File: src/rtl/line_buf_ctrl.sv
// Two-line RAM controller that presents 3-pixel vertical columns (rows r, r-1, r-2) of a raster stream.
// Latency: fixed 3 cycles from accepted pixel to out_valid.
// Backpressure: none; each stage carries its own valid, so input gaps produce matching output gaps.
module line_buf_ctrl #(
   parameter int WIDTH  = 640,
   parameter int HEIGHT = 480
) (
   input  logic        clk,
   input  logic        rst,
   input  logic        in_valid,
   input  logic        in_sof,
   input  logic [7:0]  in_data,
   output logic        bram0_we,
   output logic [10:0] bram0_addr,
   output logic [7:0]  bram0_din,
   input  logic [7:0]  bram0_dout,
   output logic        bram1_we,
   output logic [10:0] bram1_addr,
   output logic [7:0]  bram1_din,
   input  logic [7:0]  bram1_dout,
   output logic        out_valid,
   output logic [7:0]  out_p0,
   output logic [7:0]  out_p1,
   output logic [7:0]  out_p2,
   output logic [10:0] out_row,
   output logic [10:0] out_col,
   output logic        out_eof
);

   localparam logic [10:0] COL_LAST = 11'(WIDTH - 1);
   localparam logic [10:0] ROW_LAST = 11'(HEIGHT - 1);

   // raster position of the next pixel
   logic [10:0] col, row;
   // coordinates of the pixel on the input this cycle, and of the one after it
   logic [10:0] cur_col, cur_row, nxt_col, nxt_row;

   // stage 1: pixel whose previous-line value is arriving on bram0_dout
   logic        s1_vld;
   logic [10:0] s1_row, s1_col;
   logic [7:0]  s1_pix;

   // stage 2: previous-line value captured; line-2 value arriving on bram1_dout
   logic        s2_vld;
   logic [10:0] s2_row, s2_col;
   logic [7:0]  s2_p0, s2_p1;

   // start-of-frame forces the current pixel to (0,0); counters then step from there
   always_comb begin
      cur_col = col;
      cur_row = row;
      nxt_col = col;
      nxt_row = row;
      if (in_valid && in_sof) begin
         cur_col = '0;
         cur_row = '0;
      end
      if (cur_col == COL_LAST) begin
         nxt_col = '0;
         nxt_row = (cur_row == ROW_LAST) ? '0 : cur_row + 11'd1;
      end else begin
         nxt_col = cur_col + 11'd1;
         nxt_row = cur_row;
      end
   end

   // stage 0 RAM port: line-1 RAM is read (old data) and overwritten with the new pixel at the same column
   always_comb begin
      bram0_we   = in_valid & ~rst;
      bram0_addr = cur_col;
      bram0_din  = in_data;
   end

   // stage 1 RAM port: line-2 RAM receives the line-1 value just read, old line-2 value comes back next cycle
   always_comb begin
      bram1_we   = s1_vld & ~rst;
      bram1_addr = s1_col;
      bram1_din  = bram0_dout;
   end

   // input raster counters
   always_ff @(posedge clk) begin
      if (rst) begin
         col <= '0;
         row <= '0;
      end else if (in_valid) begin
         col <= nxt_col;
         row <= nxt_row;
      end
   end

   // stage 1 registers
   always_ff @(posedge clk) begin
      if (rst) begin
         s1_vld <= 1'b0;
         s1_row <= '0;
         s1_col <= '0;
         s1_pix <= '0;
      end else begin
         s1_vld <= in_valid;
         if (in_valid) begin
            s1_row <= cur_row;
            s1_col <= cur_col;
            s1_pix <= in_data;
         end
      end
   end

   // stage 2 registers: capture the line-1 pixel from RAM 0
   always_ff @(posedge clk) begin
      if (rst) begin
         s2_vld <= 1'b0;
         s2_row <= '0;
         s2_col <= '0;
         s2_p0  <= '0;
         s2_p1  <= '0;
      end else begin
         s2_vld <= s1_vld;
         if (s1_vld) begin
            s2_row <= s1_row;
            s2_col <= s1_col;
            s2_p0  <= s1_pix;
            s2_p1  <= bram0_dout;
         end
      end
   end

   // output registers: zero-pad rows above the frame top (RAM may hold a previous frame), hold when idle
   always_ff @(posedge clk) begin
      if (rst) begin
         out_valid <= 1'b0;
         out_eof   <= 1'b0;
         out_row   <= '0;
         out_col   <= '0;
         out_p0    <= '0;
         out_p1    <= '0;
         out_p2    <= '0;
      end else begin
         out_valid <= s2_vld;
         out_eof   <= s2_vld && (s2_row == ROW_LAST) && (s2_col == COL_LAST);
         if (s2_vld) begin
            out_row <= s2_row;
            out_col <= s2_col;
            out_p0  <= s2_p0;
            out_p1  <= (s2_row == 11'd0) ? 8'd0 : s2_p1;
            out_p2  <= (s2_row <  11'd2) ? 8'd0 : bram1_dout;
         end
      end
   end

endmodule

File: config.mk
export PLATFORM = sky130hd
export DESIGN_NAME = line_buf_ctrl
export DESIGN_NICKNAME = d
export VERILOG_FILES = /design/src/rtl/line_buf_ctrl.sv
export SDC_FILE = /design/constraint.sdc
export NUM_CORES = 1
export LEC_CHECK = 0
export CAP_MARGIN = 20
export CORE_AREA = 2 2 124 126
export CTS_BUF_LIST = sky130_fd_sc_hd__clkbuf_4 sky130_fd_sc_hd__clkbuf_8
export CTS_CLUSTER_SIZE = 16
export DETAILED_ROUTE_END_ITERATION = 10
export DIE_AREA = 0 0 126 128
export SYNTH_ARGS = -nofsm -noshare
export SYNTH_HDL_FRONTEND = slang
export SYNTH_SLANG_ARGS = --single-unit
File: constraint.sdc
create_clock -name clk -period 5.3 [get_ports clk]
set_clock_uncertainty 0.1 [all_clocks]
set_input_delay 1.06 -clock clk [delete_from_list [all_inputs] [get_ports clk]]
set_output_delay 1.06 -clock clk [all_outputs]
set_load 0.03 [all_outputs]
**Word level (Yosys, flattened, before mapping)**

Cells that the tools add are included.

- Flip-flop bits (word level): 140
- Latch bits: 0
- Memory bits (writable): 0
- Memory bits (read-only): 0
- Logic and storage cells: 39
- Memories kept: 0

- $add $sub $neg: 2
- Multiply operators: 0
- Divide/modulo/power cells: 0
- Magnitude comparators: 1
- Equality and inequality tests: 4
- Shifts and indexed selects: 0
- Multiplexer cells: 7
- Bitwise logic cells: 3
- Reduce and logical (&&, ||, !) cells: 4

Operators with widths:

| cell | number |
|---|---|
| $mux W11 | 5 |
| $add A11 B1 Y11 const B | 2 |
| $eq A11 B10 Y1 const B | 2 |
| $eq A11 B9 Y1 const B | 2 |
| $mux W8 | 2 |
| $logic_not A11 Y1 | 1 |
| $lt A11 B2 Y1 const B | 1 |
| $logic_and A1 B1 Y1 | 3 |
| $and A1 B1 Y1 | 2 |
| $not A1 Y1 | 1 |

**Longest topological paths before layout**

Gate-level depths: netlist of run 1.

- Word-level depth: 5
- Depth in mapped cells: 10
- Depth with buffers taken out: 8

**Least setup slack after synthesis of run 1**

Ideal clock, no wire load.

- Kind: input to register
- From: in in_sof
- To: reg col[10]
- Setup time: 0.075 ns
- Arrival: 3.156 ns
- Path slack: 1.969 ns
- Cell stages on the path: 9
- Buffers on the path: 1
- Cells stage by stage: clkbuf_2 > nand2_1 > and2_1 > ha_1 > nand4_2 > nor3_4 > nand2_1 > or4_1 > a31oi_1

- Word-level cells in the longest chain between the ends: 4
- Elaborated cells between the ends (all ways): 5

RTL lines:

| element | line | text |
|---|---|---|
| start: declaration | 11 | `input logic in_sof,` |
| $logic_and A1 B1 Y1 * | 54 | `if (in_valid && in_sof) begin` |
| $mux W11 * | 54 |  |
| net bram0_addr[0] | 14 | `output logic [10:0] bram0_addr,` |
| $add A11 B1 Y11 / $eq A11 B10 Y1 (equally long branches) | 62, 58 |  |
| $mux W11 * | 58 | `if (cur_col == COL_LAST) begin` |
| end signal: assignment | 87 | `col <= nxt_col;` |
| end: declaration | 34 | `logic [10:0] col, row;` |

The timed path passes the listed nets; every way through them passes the cells marked *.
A chain may end at the register's enable or synchronous reset.

**Final worst setup path of run 1**

- From: in in_sof
- To: out bram0_addr[0]

- Word-level cells in the longest chain between the ends: 2

RTL lines:

| element | line |
|---|---|
| $logic_and A1 B1 Y1 | 54 |
| $mux W11 | 54 |
| end: declaration | 14 |

Every way passes these cells.

==> results of run 1 <==
-- cells in the final DEF, fill, tap and decap left out, types with 4 or more instances in the layout --
cell | netlist | routed
mux2i_1 | 96 | 96
nor4_1 | 5 | 5
buf_4 | 16 | 8
nor3_1 | 4 | 4
a21oi_1 | 25 | 25
dfxtp_1 | 140 | 138
nor2b_1 | 17 | 17
nor2_1 | 119 | 119
and3_1 | 4 | 4
nand3_1 | 12 | 12
nand4b_1 | 4 | 4
a31oi_1 | 5 | 5
nand4_1 | 6 | 6
inv_1 | 6 | 6
inv_6 | 0 | 4
a22o_1 | 7 | 7
and2_1 | 9 | 9
clkbuf_8 | 3 | 20
clkdlybuf4s50_1 | 0 | 113
nand2_1 | 35 | 35
nand2b_1 | 6 | 6
o21ai_0 | 10 | 10
-- routing by layer --
layer / wire length, um / GRT usage [%] / vias up
met5: 0 / 0 / -
met4: 181 / 6.53 / 0
met3: 729 / 4.92 / 16
met2: 6510 / 29.1 / 111
met1: 6750 / 23.1 / 2165
li1: - / - / 2270
-- cell usage after synthesis, types with 2 or more instances --
cell type,count
a21oi_1,25
a22o_1,7
a22oi_1,3
a31oi_1,5
and2_1,9
and2_2,2
and3_1,4
and4_1,3
buf_1,5
buf_4,16
buf_6,2
clkbuf_1,28
clkbuf_8,3
dfxtp_1,140
ha_1,2
inv_1,6
mux2i_1,96
nand2_1,35
nand2b_1,6
nand3_1,12
nand4_1,6
nand4b_1,4
nor2_1,119
nor2b_1,17
nor3_1,4
nor3_4,2
nor4_1,5
o2111ai_1,2
o211ai_1,3
o21ai_0,10
o21ai_2,2
o41ai_1,2
or2_2,3
or2b_2,2
or4_1,3
-- metrics by stage --
step	hold WS (ns)	cells	setup slack (ns)
after floorplan	0.318	612	1.97
after global placement	0.351	867	0.864
after detailed placement	0.361	867	0.821
after CTS	0.373	899	0.841
after global routing	0.399	899	0.725
final	0.367	899	0.846
-- kinds of logic after synthesis --
logic type / Yosys count / share of synthesized area, %
XOR/XNOR: 1 / 0.151
AO/OA/AOI/OAI: 67 / 7.60
adder cells (fa/ha/maj): 2 / 0.431
multiplexers: 97 / 16.7
flip-flops: 140 / 48.2
buffers and inverters: 61 / 5.77
AND/OR/NAND/NOR: 244 / 21.1
-- power by group --
part	total [W]	internal (W)	switching, W	leakage [nW]
Combinational	0.000147	0.0000596	0.0000876	1.39
Clock	0.000929	0.000507	0.000422	0.220
Sequential	0.00107	0.00106	0.00000615	1.13
-- registers in the layout (all words and copies together), names as in the netlist, 11 cells and up --
name	cells
bram1_addr	11
col	11
out_col	11
out_row	11
row	11
s1_row	11
s2_col	11
s2_row	11
-- worst max-delay path, delay by kind of cell --
| family | cells | cell delay [ns] |
|---|---|---|
| buf+inv | 2 | 1.49 |
| simple gates | 2 | 0.73 |
-- worst max path at each step --
stage	to	slack (ns)	depth (start not counted)
2_1_floorplan	col[10]	1.97	9
4_1_cts	bram0_addr[0]	0.84	4
6_report	bram0_addr[0]	0.85	4
3_3_place_gp	row[10]	0.86	9
5_1_grt	bram0_addr[0]	0.73	4
3_5_place_dp	row[10]	0.82	9
-- layout make-up --
| cell class | instances | area [um^2] | share of cell area, % |
|---|---|---|---|
| Sequential cell | 140 | 2810 | 38.1 |
| Multi-Input combinational cell | 411 | 2670 | 36.3 |
| Timing Repair Buffer | 122 | 1200 | 16.2 |
| Clock buffer | 20 | 275 | 3.74 |
| Tap cell | 188 | 235 | 3.20 |
| Clock inverter | 12 | 156 | 2.12 |
| Inverter | 6 | 22.5 | 0.306 |
==> impl_metrics.ini, run 1 <==
[run_status]
run_status = completed

[run]
max_cap_viol_count = 0

[sta]
period_needed_ns = 4.45
slew_viol_final = 0
period_share_pct = 84.0
rsz0062_at_grt = false
hold_viol = 0
fin_setup_tns_ns = 0
worst_pin_slew_ns = 0.715
timing.fmax_mhz = 225
setup_viol = 0
timing.slew.headroom_pct = 52.3

[setup_path]
cp-start-kind = primary input
crit_path_max_incr_delay_ns = 0.88
crit_start = in_sof
cp_cell_sequence = clkdlybuf4s50_1 -> nand2_1 -> and2_1 -> clkdlybuf4s50_1
cp.required_ns = 4.14
cp_common_cell = clkdlybuf4s50_1
critPathMaxFanout = 17
r2r_slack_ns = 2.78
critical_path_class = primary input to output pin
crit_path_end_kind = output pin
arrival_ns = 3.29
r2r_cells = 7
worst_path_max_delay_cell = clkdlybuf4s50_1
worst_r2r_startpoint = col[1]
r2r-end = row[10]

[synth]
synth_nets = 642
synth_top_cell_by_area = dfxtp_1
yosysWarnings = 0
yosysSeqAreaShare_pct = 48.2
syn_area_per_cell_um2 = 9.49
syn_area_um2 = 5810
async_reset_ff_share_pct = 0
synthCells = 612
synth_edf_count = 0
synth_ff_type = dfxtp_1
synth.area.top_cells = dfxtp_1 48%, mux2i_1 17%, nor2_1 7.7%
synth_cell_types = 54
synth-seq-cells = 140
yosysTopAreaCellShare_pct = 48.2

[die]
coreArea_um2 = 14900
dieArea_um2 = 16100
initial_utilization_pct = 39.1
rows = 45
ioPinCount = 116
dieWidth_um = 126
die_h_um = 128

[clock_tree]
cts_hold_buf = 0
clock_sinks = 140
cts-root-buf = clkbuf_8
cts_buffer_depth = 2
insertion_delay_ns = 0.45
cts_buffers = 17
cts_tree = done
htreeDepth = 4
cts_resized = 0
post_cts_buffers = 0
clk_pin_slew_ns = 0.07

[pwr]
ir_drop_uv = 127
power.density_nw_per_um2 = 291
power_leakage_nw = 2.74
p_total_w = 0.00214

[global_route]
grt_usage_pct = 18.0
grt_first_pass_wirelength_um = 23100
antenna_found_initial = 0
grt.overflow.total = 0
grt_max_degree = 65
grt_pass1_vias = 4531

[final_layout]
diodes = 0
fill_cells = 1389
fin_util_pct = 49.5
fin_area_um2 = 7360
layout.nets = 728
syn_to_final_growth_pct = 26.7
drive_above_1_share_pct = 8.86

[hold_path]
hold_depth = 2
hp-start = s1_row[2]
hold_path.class = flip-flop to flip-flop
min_to = s1_row[2]

[placement]
gp_congestion = 0.834
dp_hpwl_um = 9590
postPlaceCellArea_um2 = 6930
port_buffers = 115

[route]
drtPass1Iterations = 4
ant_nets = 0
wl_per_cell_um = 15.8
drtIter0Drc = 210
vias = 4562
vias_per_cell = 5.07
drc = 0
wl_um = 14200
(Power assumes the default switching activity.)
==> run 2, diff against run 1 <==
--- a/config.mk
+++ b/config.mk
@@ -11,6 +11,7 @@
 export CTS_CLUSTER_SIZE = 16
 export DETAILED_ROUTE_END_ITERATION = 10
 export DIE_AREA = 0 0 126 128
+export PLACE_DENSITY = 0.66
 export SYNTH_ARGS = -nofsm -noshare
 export SYNTH_HDL_FRONTEND = slang
 export SYNTH_SLANG_ARGS = --single-unit
==> constraint.sdc (replaced) <==
create_clock -name clk -period 3.75 [get_ports clk]
set_clock_uncertainty 0.1 [all_clocks]
set_input_delay 0.75 -clock clk [delete_from_list [all_inputs] [get_ports clk]]
set_output_delay 0.75 -clock clk [all_outputs]
set_load 0.03 [all_outputs]
==> impl_metrics.ini, run 2 (synthesized netlist as in run 1, its figures left out) <==
[run]
max_cap_viol_count = 0

[placement]
dp_hpwl_um = 9630
placedCellCount = 873
gp_congestion = 0.856
port_buffers = 115
pre_cts_ws_ns = 0.485
postPlaceCellArea_um2 = 6980

[pwr]
ir_drop_uv = 205
power_leakage_nw = 2.77
power.density_nw_per_um2 = 402

[route]
ant_nets = 0
wl_per_cell_um = 15.3
vias = 4645
drc = 0
wl_um = 13800
drtIter0Drc = 374
drtPass1Iterations = 5
vias_per_cell = 5.13

[setup_path]
crit_path_max_incr_delay_ns = 0.70
cp-start-kind = primary input
cp_cell_sequence = clkdlybuf4s50_1 -> buf_4 -> a21boi_1 -> clkdlybuf4s50_1
critPathMaxFanout = 28
critical_path_class = primary input to output pin
cp.required_ns = 2.90
crit_family = buffers and inverters
crit_buf_inv = 3
crit_path_end_kind = output pin
cp_common_cell = clkdlybuf4s50_1
arrival_ns = 2.37
worst_path_max_delay_cell = clkdlybuf4s50_1

[final_layout]
instances_no_fill = 905
final_cell_mix = 138 x dfxtp_1, 119 x nor2_1, 111 x clkdlybuf4s50_1
drive_above_1_share_pct = 9.90
fin_area_um2 = 7400
layout_commonest_cell = dfxtp_1
diodes = 0
layout.nets = 734
fin_util_pct = 49.8
syn_to_final_growth_pct = 27.4

[die]
rows = 45
die_h_um = 128
coreArea_um2 = 14900
initial_utilization_pct = 39.1
ioPinCount = 116
dieArea_um2 = 16100
dieWidth_um = 126

[sta]
timing.slew.headroom_pct = 37.1
fin_setup_tns_ns = 0
period_needed_ns = 3.22
worst_pin_slew_ns = 0.943
timing.fmax_mhz = 311
setup_slack_ns = 0.531
period_share_pct = 85.8
hold_viol = 0
slew_viol_final = 0
setup_viol = 0
rsz0062_at_grt = false

[global_route]
grt_pass1_vias = 4512
grt.overflow.total = 0
grt_max_degree = 92
grt_first_pass_wirelength_um = 22400
grt_usage_pct = 17.4
antenna_found_initial = 0

[run_status]
run_status = completed

[clock_tree]
cts-root-buf = clkbuf_8
htreeDepth = 4
insertion_delay_ns = 0.45
post_cts_buffers = 0
cts_hold_buf = 0
cts_buffer_depth = 2
clock_sinks = 140
cts_resized = 0
cts_buffers = 17
clk_pin_slew_ns = 0.08
cts_tree = done

[hold_path]
hold_path.class = flip-flop to flip-flop
==> run 2: layer usage <==
metal  track usage [%]  vias to the layer above  wire, um
met5                 0                        -         0
met4              6.66                        0       182
met3              4.30                       18       732
met2              27.6                      134      6460
met1              22.9                     2207      6450
li1                  -                     2286         -
==> run 2: layout make-up <==
| class | instances | area, um^2 |
|---|---|---|
| inverter | 6 | 22.5 |
| clock buffer | 19 | 262 |
| multi-input combinational | 411 | 2670 |
| clock inverter | 13 | 155 |
| sequential | 140 | 2810 |
| timing repair buffer | 128 | 1250 |
| fill | 1373 | 7460 |
| tap | 188 | 235 |
==> run 2: worst paths after layout <==
kind	from	endpoint	slack, ns	depth (start not counted)
worst min register to register	s1_row[5]	s1_row[5]	0.37	2
worst max register to register	col[1]	col[10]	1.34	7
worst max-delay path	in_sof	bram0_addr[5]	0.53	4
worst min-delay path	s1_row[5]	s1_row[5]	0.37	2
==> run 2: tightest hold or removal path: cells and delay by family (launching register included) <==
family           cells  cell delay (ns)
flip-flops           1             0.32
AND/OR/NAND/NOR      1             0.06
AO/OA/AOI/OAI        1             0.05
==> run 2: stage by stage <==
| step | hold WS (ns) | total power, W |
|---|---|---|
| final | 0.372 | 0.00297 |
| after global routing | 0.389 | 0.00309 |
| after CTS | 0.376 | 0.00301 |
| after detailed placement | 0.362 | 0.00175 |
| after global placement | 0.353 | 0.00175 |
| after floorplan | 0.318 | 0.00169 |
==> run 2: report_power, final <==
group | switching (W) | leakage (nW) | internal [W]
Clock | 0.000611 | 0.207 | 0.000642
Sequential | 0.00000881 | 1.13 | 0.00150
Combinational | 0.000123 | 1.43 | 0.0000861
